==> src/rtl/i2c_master.sv <==
// I2C register-access master: one register write or one register read (with repeated START)
// per command. SCL is timed purely from an internal quarter-period counter.
module i2c_master #(
  parameter int unsigned QDIV = 125
) (
  input  logic       clk,
  input  logic       rst_n,
  input  logic       cmd_valid,
  output logic       cmd_ready,
  input  logic       cmd_rw,
  input  logic [6:0] cmd_addr,
  input  logic [7:0] cmd_reg,
  input  logic [7:0] cmd_wdata,
  output logic       scl_oe,
  output logic       sda_oe,
  input  logic       sda_i,
  output logic [7:0] rdata,
  output logic       done,
  output logic       ack_err,
  output logic       busy
);

  if (QDIV < 2 || QDIV > 4095) begin : g_bad_qdiv
    $error("QDIV out of range 2..4095");
  end

  localparam int unsigned CntW = $clog2(QDIV);
  localparam logic [CntW-1:0] QMax = CntW'(QDIV - 1);

  typedef enum logic [3:0] {
    StIdle, StStart, StAddrW, StAck1, StReg, StAck2, StWdata, StAck3,
    StRstart, StAddrR, StAck4, StRdata, StMnack, StStop
  } state_e;

  state_e          state_q, state_d;
  logic [CntW-1:0] cnt_q, cnt_d;
  logic [2:0]      qtr_q, qtr_d;
  logic [2:0]      bit_q, bit_d;
  logic [7:0]      rdata_q, rdata_d;
  logic            ack_err_q, ack_err_d;
  logic            done_q, done_d;
  logic            scl_q, scl_d;
  logic            sda_q, sda_d;

  logic            rw_q;
  logic [6:0]      addr_q;
  logic [7:0]      reg_q;
  logic [7:0]      wdata_q;

  logic            accept;
  logic            qtr_end;
  logic            sample;
  logic            slot_end;
  logic [2:0]      last_qtr;
  logic            is_byte;
  logic            is_ack;
  logic [7:0]      tx_byte;

  assign accept    = cmd_valid && (state_q == StIdle);
  assign cmd_ready = (state_q == StIdle);
  assign busy      = (state_q != StIdle);
  assign scl_oe    = scl_q;
  assign sda_oe    = sda_q;
  assign rdata     = rdata_q;
  assign done      = done_q;
  assign ack_err   = ack_err_q;

  // Repeated START has an extra leading SCL-low quarter to release SDA first.
  assign last_qtr = (state_q == StRstart) ? 3'd4 : 3'd3;
  assign qtr_end  = (cnt_q == QMax);
  assign sample   = qtr_end && (qtr_q == 3'd1);
  assign slot_end = qtr_end && (qtr_q == last_qtr);
  assign is_byte  = (state_q == StAddrW) || (state_q == StReg) || (state_q == StWdata) ||
                    (state_q == StAddrR) || (state_q == StRdata);
  assign is_ack   = (state_q == StAck1) || (state_q == StAck2) || (state_q == StAck3) ||
                    (state_q == StAck4);

  always_comb begin
    state_d   = state_q;
    cnt_d     = cnt_q;
    qtr_d     = qtr_q;
    bit_d     = bit_q;
    rdata_d   = rdata_q;
    ack_err_d = ack_err_q;
    done_d    = 1'b0;

    if (state_q == StIdle) begin
      cnt_d = '0;
      qtr_d = 3'd0;
      if (cmd_valid) begin
        state_d   = StStart;
        bit_d     = 3'd7;
        ack_err_d = 1'b0;
      end
    end else begin
      cnt_d = qtr_end ? '0 : cnt_q + CntW'(1);
      if (qtr_end) begin
        qtr_d = (qtr_q == last_qtr) ? 3'd0 : qtr_q + 3'd1;
      end
      if (sample) begin
        if (is_ack && sda_i) begin
          ack_err_d = 1'b1;
        end
        if (state_q == StRdata) begin
          rdata_d = {rdata_q[6:0], sda_i};
        end
      end
      if (slot_end) begin
        if (is_byte && (bit_q != 3'd0)) begin
          bit_d = bit_q - 3'd1;
        end else begin
          bit_d = 3'd7;
          // ack_err_q already reflects this slot's sample, taken at the end of quarter 1.
          unique case (state_q)
            StStart:  state_d = StAddrW;
            StAddrW:  state_d = StAck1;
            StAck1:   state_d = ack_err_q ? StStop : StReg;
            StReg:    state_d = StAck2;
            StAck2:   state_d = ack_err_q ? StStop : (rw_q ? StRstart : StWdata);
            StWdata:  state_d = StAck3;
            StAck3:   state_d = StStop;
            StRstart: state_d = StAddrR;
            StAddrR:  state_d = StAck4;
            StAck4:   state_d = ack_err_q ? StStop : StRdata;
            StRdata:  state_d = StMnack;
            StMnack:  state_d = StStop;
            StStop: begin
              state_d = StIdle;
              done_d  = 1'b1;
            end
            default:  state_d = StIdle;
          endcase
        end
      end
    end
  end

  // Line drives are computed from next state so the outputs come straight from flops.
  always_comb begin
    tx_byte = 8'hFF;
    unique case (state_d)
      StAddrW: tx_byte = {addr_q, 1'b0};
      StReg:   tx_byte = reg_q;
      StWdata: tx_byte = wdata_q;
      StAddrR: tx_byte = {addr_q, 1'b1};
      default: tx_byte = 8'hFF;
    endcase

    scl_d = 1'b0;
    sda_d = 1'b0;
    unique case (state_d)
      StIdle: begin
        scl_d = 1'b0;
        sda_d = 1'b0;
      end
      StStart: begin
        scl_d = 1'b0;
        sda_d = (qtr_d >= 3'd2);
      end
      StRstart: begin
        scl_d = (qtr_d == 3'd0);
        sda_d = (qtr_d >= 3'd3);
      end
      StStop: begin
        scl_d = (qtr_d == 3'd0);
        sda_d = (qtr_d <= 3'd2);
      end
      default: begin
        // ACK, RDATA and MNACK see tx_byte = 0xFF and so release SDA.
        scl_d = (qtr_d == 3'd0) || (qtr_d == 3'd3);
        sda_d = ~tx_byte[bit_d];
      end
    endcase
  end

  always_ff @(posedge clk or negedge rst_n) begin
    if (!rst_n) begin
      state_q   <= StIdle;
      cnt_q     <= '0;
      qtr_q     <= 3'd0;
      bit_q     <= 3'd0;
      rdata_q   <= 8'h00;
      ack_err_q <= 1'b0;
      done_q    <= 1'b0;
      scl_q     <= 1'b0;
      sda_q     <= 1'b0;
    end else begin
      state_q   <= state_d;
      cnt_q     <= cnt_d;
      qtr_q     <= qtr_d;
      bit_q     <= bit_d;
      rdata_q   <= rdata_d;
      ack_err_q <= ack_err_d;
      done_q    <= done_d;
      scl_q     <= scl_d;
      sda_q     <= sda_d;
    end
  end

  always_ff @(posedge clk or negedge rst_n) begin
    if (!rst_n) begin
      rw_q    <= 1'b0;
      addr_q  <= 7'h00;
      reg_q   <= 8'h00;
      wdata_q <= 8'h00;
    end else if (accept) begin
      rw_q    <= cmd_rw;
      addr_q  <= cmd_addr;
      reg_q   <= cmd_reg;
      wdata_q <= cmd_wdata;
    end
  end

endmodule

==> config.mk <==
export PLATFORM = sky130hd
export DESIGN_NAME = i2c_master
export DESIGN_NICKNAME = d
export VERILOG_FILES = /design/src/rtl/i2c_master.sv
export SDC_FILE = /design/constraint.sdc
export NUM_CORES = 1
export LEC_CHECK = 0
export ABC_AREA = 1
export BUFFER_PORTS_ARGS = -buffer_cell sky130_fd_sc_hd__buf_2
export CELL_PAD_IN_SITES_DETAIL_PLACEMENT = 2
export CELL_PAD_IN_SITES_GLOBAL_PLACEMENT = 2
export CORE_ASPECT_RATIO = 1.4
export CORE_UTILIZATION = 36
export DETAILED_ROUTE_END_ITERATION = 10
export GPL_TIMING_DRIVEN = 0
export HOLD_SLACK_MARGIN = 0.15
export PLACE_DENSITY_LB_ADDON = 0.3
export SYNTH_ARGS = -nofsm -noshare
export SYNTH_HDL_FRONTEND = slang
export SYNTH_SLANG_ARGS = --single-unit
==> constraint.sdc <==
create_clock -name clk -period 4.12 [get_ports clk]
set_input_delay 0.618 -clock clk [delete_from_list [all_inputs] [get_ports clk]]
set_output_delay 0.618 -clock clk [all_outputs]
set_load 0.01 [all_outputs]
# Word level (Yosys, flattened, before mapping)
# Index checks and enable logic that the tools add are counted.
totals:
  memories: 0
  register_bits: 53
  rom_bits: 0
  latch_bits: 0
  output_inout_bits: 14
  mem_bits_rw: 0
classes:
  n_bitwise: 2
  n_eq_ne: 25
  muxes: 32
  div: 0
  n_reduce_logical: 25
  n_shift: 0
  magnitude_cmp: 4
  multipliers: 0
  n_addsub: 3
op_table:
  columns: ["cell", "count"]
  rows:
  - ["case mux 4 bit (11 select lines)", 1]
  - ["equality test 4 bit, second input constant", 9]
  - ["case mux 8 bit (4 select lines)", 1]
  - ["2-to-1 mux 4 bit", 7]
  - ["2-to-1 mux 3 bit", 9]
  - ["equality test 4 x 3 -> 1 bit, second input constant", 6]
  - ["2-to-1 mux 7 bit", 2]
  - ["equality test 4 x 2 -> 1 bit, second input constant", 3]
  - ["2-to-1 mux 1 bit", 9]
  - ["equality test 4 x 1 -> 1 bit, second input constant", 2]
  - ["zero test 4 bit", 2]
  - ["logical OR 1 bit", 8]
  - ["adder 7 x 1 -> 7 bit, second input constant", 1]
  - ["equality test 7 bit, second input constant", 1]
  - [">= comparator 3 x 2 -> 1 bit, second input constant", 2]
  - ["AND reduction 3 bit", 2]
  - ["OR reduction 2 bit", 3]
  - ["logical AND 1 bit", 5]
  - ["less-than comparator 3 x 4 -> 1 bit, second input constant", 1]
  - ["case mux 1 bit (4 select lines)", 1]
  - ["nonzero test 2 bit", 2]
  - ["nonzero test 4 bit", 1]
  - ["adder 3 x 1 -> 3 bit, second input constant", 1]
  - ["binary-select mux 1 bit (select 3 bit)", 1]
  - ["other kinds (10)", 11]

# Logic depth before layout (Yosys ltp)
# Gate-level depths: netlist (run 1).
logic_depth:
  depth_word: 15
  depth_mapped: 20
  depth_no_buf: 20

# Worst setup path after synthesis (run 1)
# OpenSTA, ideal clock, no wires.
synth_timing:
  path_type: "reg-to-reg"
  startpoint: "register cnt_q[0]"
  endpoint: "register sda_q (netlist: sda_oe)"
  setup_ns: 0.117
  path_buffers: 1
  arrival_time_ns: 2.108
  stages_incl_launch_ff: 19
  setup_slack_ns: 1.895
  path_cell_list: "dfrtp_1 inv_1 ha_1 nand3_1 nor2_4 nand3_4 nor2_4 nand2_1 a21oi_2 buf_4 nand2_1 nor2_1 nor2_1 nand2_1 nand3_1 nand3_1 nand2_1 nand2_1 nand2_1"
synth_via:
  elab_chain_len: 10
  elab_cells_between_ends: 24
  cone_classes: "order compare: 3; eq/ne: 8; mux: 10; bitwise: 1; reduce/logical: 2"
synth_lines:
  columns: ["item", "line", "source"]
  rows:
  - ["from (decl)", "36", "logic [CntW-1:0] cnt_q, cnt_d;"]
  - ["from (signal assigned)", "189", "cnt_q <= cnt_d;"]
  - ["equality test 7 bit (*)", "70", "assign qtr_end = (cnt_q == QMax);"]
  - ["logical AND 1 bit", "72", "assign slot_end = qtr_end && (qtr_q == last_qtr);"]
  - ["2-to-1 mux 4 bit", "108", "if (slot_end) begin"]
  - ["2-to-1 mux 4 bit", "87", "if (state_q == StIdle) begin"]
  - ["equality test 4 bit (tied with other cells)", "141", "unique case (state_d)"]
  - ["case mux 8 bit (4 select lines)", "141", null]
  - ["binary-select mux 1 bit (select 3 bit)", "171", "sda_d = ~tx_byte[bit_d];"]
  - ["2-to-1 mux 1 bit (not written as such)", "171", null]
  - ["inverter 1 bit", "171", null]
  - ["case mux 1 bit (4 select lines) (*)", "151", "unique case (state_d)"]
  - ["via sda_d", "43", "logic sda_q, sda_d;"]
  - ["to (signal assigned)", "186", "sda_q <= 1'b0;"]
  - ["to (signal assigned)", "196", "sda_q <= sda_d;"]
  - ["to (decl)", "43", null]
# Mark *: on every way through the listed nets, which the timed path passes. The rest lies on a longest branch. The select of a mux whose other input is x is not followed.
# A chain may end at the register's enable or synchronous reset.

# Worst setup path in the final report (run 1)
layout_timing:
  startpoint: "register cnt_q[0]"
  endpoint: "register sda_q (netlist: sda_oe)"
layout_via:
  elab_chain_len: 10
  elab_cells_between_ends: 24
  cone_classes: "order compare: 3; eq/ne: 8; mux: 10; bitwise: 1; reduce/logical: 2"
layout_lines:
  columns: ["item", "line", "source"]
  rows:
  - ["equality test 7 bit (*)", "70", null]
  - ["logical AND 1 bit (*)", "72", null]
  - ["2-to-1 mux 4 bit (*)", "108", null]
  - ["2-to-1 mux 4 bit (*)", "87", null]
  - ["via state_d[0]", "35", "state_e state_q, state_d;"]
  - ["equality test 4 bit (tied with other cells)", "141", null]
  - ["case mux 8 bit (4 select lines)", "141", null]
  - ["binary-select mux 1 bit (select 3 bit)", "171", null]
  - ["2-to-1 mux 1 bit (not written as such)", "171", null]
  - ["inverter 1 bit", "171", null]
  - ["case mux 1 bit (4 select lines) (*)", "151", null]
  - ["via sda_d", "43", null]
# Marked as above.

==> results of run 1 <==
-- worst max path at each step --
stage / to / slack [ns] / start / depth (start not counted)
2_1_floorplan: sda_oe / 1.89 / cnt_q[0] / 18
3_3_place_gp: sda_oe / 1.45 / state_q[3] / 16
3_5_place_dp: sda_oe / 1.36 / cnt_q[0] / 18
4_1_cts: sda_oe / 1.28 / cnt_q[0] / 19
5_1_grt: sda_oe / 1.13 / cnt_q[0] / 19
6_report: sda_oe / 1.39 / cnt_q[0] / 19
-- power by group --
part           switching, mW  total (mW)  leakage, nW  internal, mW
Clock                  0.192       0.496       0.0831         0.303
Combinational         0.0139      0.0228         1.15       0.00889
Sequential                 0       0.520        0.669         0.520
Total                  0.206        1.04         1.90         0.832
-- state kept, by name, indices dropped and copies added (netlist names) --
name     count
scl_oe       1
state_q      4
ack_err      1
cnt_q        7
rdata        8
rw_q         1
reg_q        8
qtr_q        3
wdata_q      8
bit_q        3
done         1
sda_oe       1
addr_q       7
-- layer usage --
layer / vias to the layer above / routed length, um
li1: 1325 / -
met1: 1321 / 3230
met2: 31 / 5020
met3: 11 / 143
met4: 0 / 153
met5: - / 0
-- synthesized netlist by cell type (all sizes together) --
cell type  count
buf            3
o32ai          1
nor2          49
clkbuf         5
nand3b         1
a211oi         1
nand3         39
ha             6
nor3           8
o211ai         1
xnor2          1
o21ai         11
a21oi          6
dfrtp         53
mux2           7
nand4          3
xor2           6
o22ai          2
a22oi          1
nand2        144
o2111a         1
inv           40
-- area by class of cell --
type	count	area, um2	area share [%]
inverter	40	153	4.36
tap	102	128	3.65
buffer	8	36.3	1.04
sequential	53	1330	37.9
clock inverter	2	37.5	1.07
timing repair buffer	41	205	5.86
clock buffer	6	139	3.97
multi-input combinational	288	1480	42.2
-- per-stage QoR --
step,cells,util [%],setup slack [ns]
finish,540,43.2,1.39
global route,540,43.2,1.13
CTS,540,43.2,1.28
detailed placement,532,41.0,1.36
global placement,532,41.0,1.45
floorplan,389,-,1.89
-- tightest hold or removal path: cells and delay by family, from the launching register on --
family / cells / cell delay (ns)
flops: 1 / 0.35
simple gates: 2 / 0.10
-- cells by family after synthesis --
kind of cell               count (synthesis)  synth area share (%)
buffers and inverters                     48                  6.32
DFF                                       53                  44.4
muxes                                      7                  2.64
adders and majority gates                  6                  2.51
and+or+nand+nor                          244                  37.3
xor gates and xnor gates                   7                  2.05
AOI/OAI and AO/OA                         24                  4.81
==> run summary, run 1 <==
- status: completed
- Max Transition Viols Final: 0
- areal power density over the cells: 297 nW/um2
- io pins: 42
- count of buffering cells on the critical path with inverters included: 1
- relative slew slack: 20.0%
- number of design rule violations left after detail routing: 0
- Site Rows: 39
- endpoint required time on the critical path: 4.31 ns
- Clk Tree Root Cell: clkbuf_16
- cell occurring most often along the worst timing path: nand2_1
- slowest cell on the critical path: dfrtp_1
- Post-layout nets: 471
- Area Overhead vs Synth: 17.0%
- number of cells on the worst hold path: 2
- all-layer global routing usage: 22.0%
- gp weighted congestion: 0.790
- most used cells in the layout excluding fill and tap cells: nand2_1 (132), dfrtp_1 (53), buf_2 (43)
- register-to-register setup slack: 1.39 ns
- delay of the slowest critical-path stage: 0.41 ns
- drt first pass iters: 4
- category of the worst setup path capture point: flop
- number of antenna violations at the first check in global routing: 0
- Iteration-0 DRC Markers: 54
- setup-violating endpoint count in the final report: 0
- number of unique standard cell types used by synthesis: 33
- number of CTS-inserted buffers: 5
- Design Area, Final: 3500 um2
- ant diodes: 0
- grt peak-use layer: met2
- nature of the critical path startpoint: flop
- remaining antenna violation count: 0
- first-pass GRT wire length: 14,400 um
- Max Clk Rate: 366 MHz
- number of gates given a new drive strength after cts: 0
- total gr overflow: 0
- post-CTS clock slew at the launch and capture registers of the worst setup and hold paths: 0.07 ns
- Synthesized Nets: 423
- Data arrival, critical path: 2.92 ns
- commonest non-fill, non-tap cell in the layout: nand2_1
- clock tree from TritonCTS: done
- Filler Cell Count: 980
- terminus of the critical flop-to-flop path: sda_oe
- Worst VDD drop: 0.000165 V
- vias per cell: 4.98
- share of the cycle needed by the critical path after routing: 66.3%
- worst-case clock buffer depth: 2
- Routed WL per cell: 15.8 um
- list of cells traversed by the critical path: inv_1, ha_1, nand3_1, nor2_4, nand2_2, nor2_4, nand2_4, nand2_2, nand3_4, nor2_4, nand3_1, nand2_1, nor2_1, nand2_1, nand3_1, nand3_1, nand2_1, nand2_1, nand2_1
- met3 usage: 2.49%
- leading area contributor after synthesis: dfrtp_1
- number of failing hold endpoints at the final stage: 0
- Total Die Area: 8680 um2
- largest delay contributor family on the critical path: simple AND/OR/NAND/NOR gates
- launch instance of the worst min-delay path: reg_q[4]
- clock network latency to the later pin of the worst-skew pair: 0.29 ns
- clock sink count: 53
- DPL Wire Length: 6650 um
- number of global-route vias before repair: 3,046
- largest net degree at the start of global routing: 54
- Tightest Pin Transition: 1.20 ns
- grt met2 use: 45.3%
- number of cell instances on the worst register-to-register path: 19
- fraction of met1 tracks used by global routing: 22.3%
- most area-consuming cells after synthesis: dfrtp_1 (44%), nand2_1 (17%), nand3_1 (6.0%)
- Avg Synthesized Cell Area: 7.69 um2
- shortest clock period the worst path allows after layout: 2.73 ns
- Post-CTS Repair Setup Buffers: 0
- netlist area before placement: 2990 um2
- Hold Buf Count CTS: 0
- worst clock skew: 0.00517 ns
- share of synthesized area occupied by flip-flops and latches: 44.4%
- Die Height: 110 um
- Post-DP Area: 3320 um2
- post-layout power: 1.04 mW
- WS Path Type: reg2reg
- die span in x: 79.0 um
- hold endpoint: reg_q[4]
- standby leakage power: 1.90 nW
- Hold WC Path Type: reg2reg
- Routed Wire Length: 8550 um
- Total Negative Setup Slacks: 0 ns
- worst hold slack after final layout: 0.483 ns
- Reg2Reg Launch Point: cnt_q[0]
- fraction of synthesized cell area taken by the top area cell type: 44.4%
- unrepaired setup endpoints after global routing: no
- #FFs+latches synth: 53
- CTS H-tree lvls: 2
- max-cap violations: 0
- number of vias after detailed routing: 2,688
- Mapped Cells: 389
- initial core utilization: 36.9%
- largest fanout on the critical path: 9
- core area: 8100 um2
- total of warnings raised by yosys: 0
- fraction of layout cells with a size suffix above 1: 20.3%
- Buffers on Ports: 41
Power figures use the tool's default switching activity.
==> run 2: changes to the inputs <==
Settings changed: ABC_AREA 1 to 0, CORE_UTILIZATION 36 to 33.
Clock period 4.12 ns to 2.4 ns, I/O delays scaled along.
==> run summary, run 2 <==
- Routed WL per cell: 19.1 um
- number of vias after detailed routing: 2,288
- cell with the most instances after synthesis: dfrtp_1
- number of CTS-inserted buffers: 5
- category of the worst setup path capture point: flop
- worst clock skew: 0.0101 ns
- worst-case clock buffer depth: 2
- Die Height: 111 um
- Filler Cell Count: 898
- top post-synthesis cells by count: dfrtp_1 (53), mux2_2 (35), nand2_1 (27)
- Max Clk Rate: 320 MHz
- placed cell count: 410
- worst hold slack after final layout: 0.284 ns
- clock network latency to the later pin of the worst-skew pair: 0.30 ns
- number of unique standard cell types used by synthesis: 51
- clock sink count: 53
- shortest clock period the worst path allows after layout: 3.13 ns
- Iteration-0 DRC Markers: 69
- number of design rule violations left after detail routing: 0
- leading area contributor after synthesis: dfrtp_1
- number of failing hold endpoints at the final stage: 0
- #FFs+latches synth: 53
- Worst VDD drop: 0.000315 V
- netlist area before placement: 2820 um2
- commonest non-fill, non-tap cell in the layout: dfrtp_1
- unrepaired setup endpoints after global routing: yes
- Post-synth EDFFs: 0
- Mapped Cells: 267
- clock tree from TritonCTS: done
- Area Overhead vs Synth: 26.0%
- ys flop type: dfrtp_1
- core area: 8200 um2
- Hold Buf Count CTS: 0
- number of global-route vias before repair: 2,646
- Site Rows: 39
- Total Die Area: 8910 um2
- first-pass GRT wire length: 13,700 um
- list of cells traversed by the critical path: nor4b_4, mux2_4, a211o_4, or4b_4, and2_4, inv_4, nand2_4, o211ai_1, a311oi_1, a211o_1
- Design Area, Final: 3550 um2
- all-layer global routing usage: 20.3%
- Tightest Pin Transition: 1.22 ns
- drt first pass iters: 4
- CTS H-tree lvls: 2
- Avg Synthesized Cell Area: 10.5 um2
- ant diodes: 0
- max-cap violations: 0
- post-layout power: 2.30 mW
- largest net degree at the start of global routing: 54
- Synthesized Nets: 301
- most used cells in the layout excluding fill and tap cells: dfrtp_1 (50), buf_2 (41), mux2_2 (34)
- io pins: 42
- largest fanout on the critical path: 5
- nature of the critical path startpoint: flop
- areal power density over the cells: 648 nW/um2
- most area-consuming cells after synthesis: dfrtp_1 (47%), mux2_2 (14%), nand2_1 (3.6%)
- Hold WC Path Type: in2reg
- register-to-register setup slack: -0.73 ns
- die span in x: 80.1 um
- total gr overflow: 0
- remaining antenna violation count: 0
- vias per cell: 5.32
- fraction of layout cells with a size suffix above 1: 42.1%
- delay of the slowest critical-path stage: 0.51 ns
- status: finished with violations
- Post-layout nets: 361
- Routed Wire Length: 8230 um
- slowest cell on the critical path: or4b_4
- DPL Wire Length: 5640 um
- gp weighted congestion: 0.762
- share of synthesized area occupied by flip-flops and latches: 47.1%
- utilization of the core after routing: 43.3%
- async set or reset register ratio after synthesis: 100%
- Max Transition Viols Final: 0
- fraction of synthesized cell area taken by the top area cell type: 47.1%
- Buffers on Ports: 41
- Post-DP Area: 3170 um2
- Data arrival, critical path: 3.32 ns
- WS Path Type: reg2reg
- setup-violating endpoint count in the final report: 2
- failing checks: negative setup slack
- standby leakage power: 1.61 nW
- share of the cycle needed by the critical path after routing: 130%
- initial core utilization: 34.3%
- relative slew slack: 18.9%
- post-CTS clock slew at the launch and capture registers of the worst setup and hold paths: 0.07 ns
- total of warnings raised by yosys: 0
- Clk Tree Root Cell: clkbuf_16
- setup slack after layout: -0.730 ns
- count of non-filler cells in the finished layout: 430
- number of antenna violations at the first check in global routing: 0
- endpoint required time on the critical path: 2.59 ns
[run 2: changes by cell type after synthesis, sizes merged, moves of 4 or more]
cell	before	now
mux2i	0	9
nand3	39	4
nor2	49	24
nor2b	0	4
or3	0	4
mux2	7	36
nand2	144	27
inv	40	10
o21ai	11	4
a21oi	6	15
[run 2: area by class of cell]
| cell class | instances | area [um2] | share of cell area [%] |
|---|---|---|---|
| multi-input combinational | 193 | 1530 | 43.2 |
| sequential | 53 | 1330 | 37.5 |
| timing repair buffer | 56 | 318 | 8.96 |
| clock buffer | 6 | 129 | 3.63 |
| tap | 102 | 128 | 3.60 |
| buffer | 7 | 52.6 | 1.48 |
| inverter | 11 | 45.0 | 1.27 |
| clock inverter | 2 | 13.8 | 0.388 |
[run 2: per-stage QoR]
stage,setup WS [ns],setup TNS [ns]
floorplan,-0.543,-0.747
global placement,-1.29,-11.61
detailed placement,-1.28,-13.26
CTS,-0.681,-1.12
global route,-0.821,-1.41
finish,-0.730,-1.16
[run 2: worst paths after layout]
path | startpoint | cells past startpoint | endpoint
worst max-delay path | state_q[2] | 10 | sda_oe
worst min-delay path | cmd_rw | 2 | rw_q
worst max register to register | state_q[2] | 10 | sda_oe
worst min register to register | cnt_q[0] | 1 | cnt_q[0]
max in group asynchronous | rst_n | 1 | state_q[2]
min in group asynchronous | rst_n | 1 | scl_oe
[run 2: kinds of logic after synthesis]
logic type / count (synthesis) / synth area share (%)
simple gates: 83 / 14.0
flops: 53 / 47.1
compound gates: 52 / 13.0
mux: 45 / 17.7
buf+inv: 21 / 3.24
xor+xnor: 7 / 2.18
fa+ha+maj: 6 / 2.67
[run 2: routing by layer]
metal	part of all wire, %	up-vias	GRT usage, %	routed length [um]
met5	0	-	0	0
met4	2.7	0	7.86	226
met3	2.6	16	3.29	212
met2	57	46	38.3	4700
met1	38	1152	21.7	3090
li1	-	1074	-	-
[run 2: what timing repair did]
| item | 4_1_cts | 5_1_grt |
|---|---|---|
| buffers inserted | 14 | 1 |
| cloned | 0 | 0 |
| setup endpoints to repair | 34 | 21 |
| gates resized for setup | 39 | 6 |
| pin swaps | 11 | 7 |
[run 2: power by group]
group          switching [mW]  internal [mW]
clock network           0.345          0.390
registers               0.110           1.05
logic                   0.196          0.205
total                   0.650           1.65
[run 2: worst max-delay path: cells and delay by family, from the launching register on]
family / cells / cell delay (ns)
DFF: 1 / 0.45
buffers and inverters: 1 / 0.08
and+or+nand+nor: 4 / 1.15
AOI/OAI and AO/OA: 4 / 0.96
muxes: 1 / 0.36
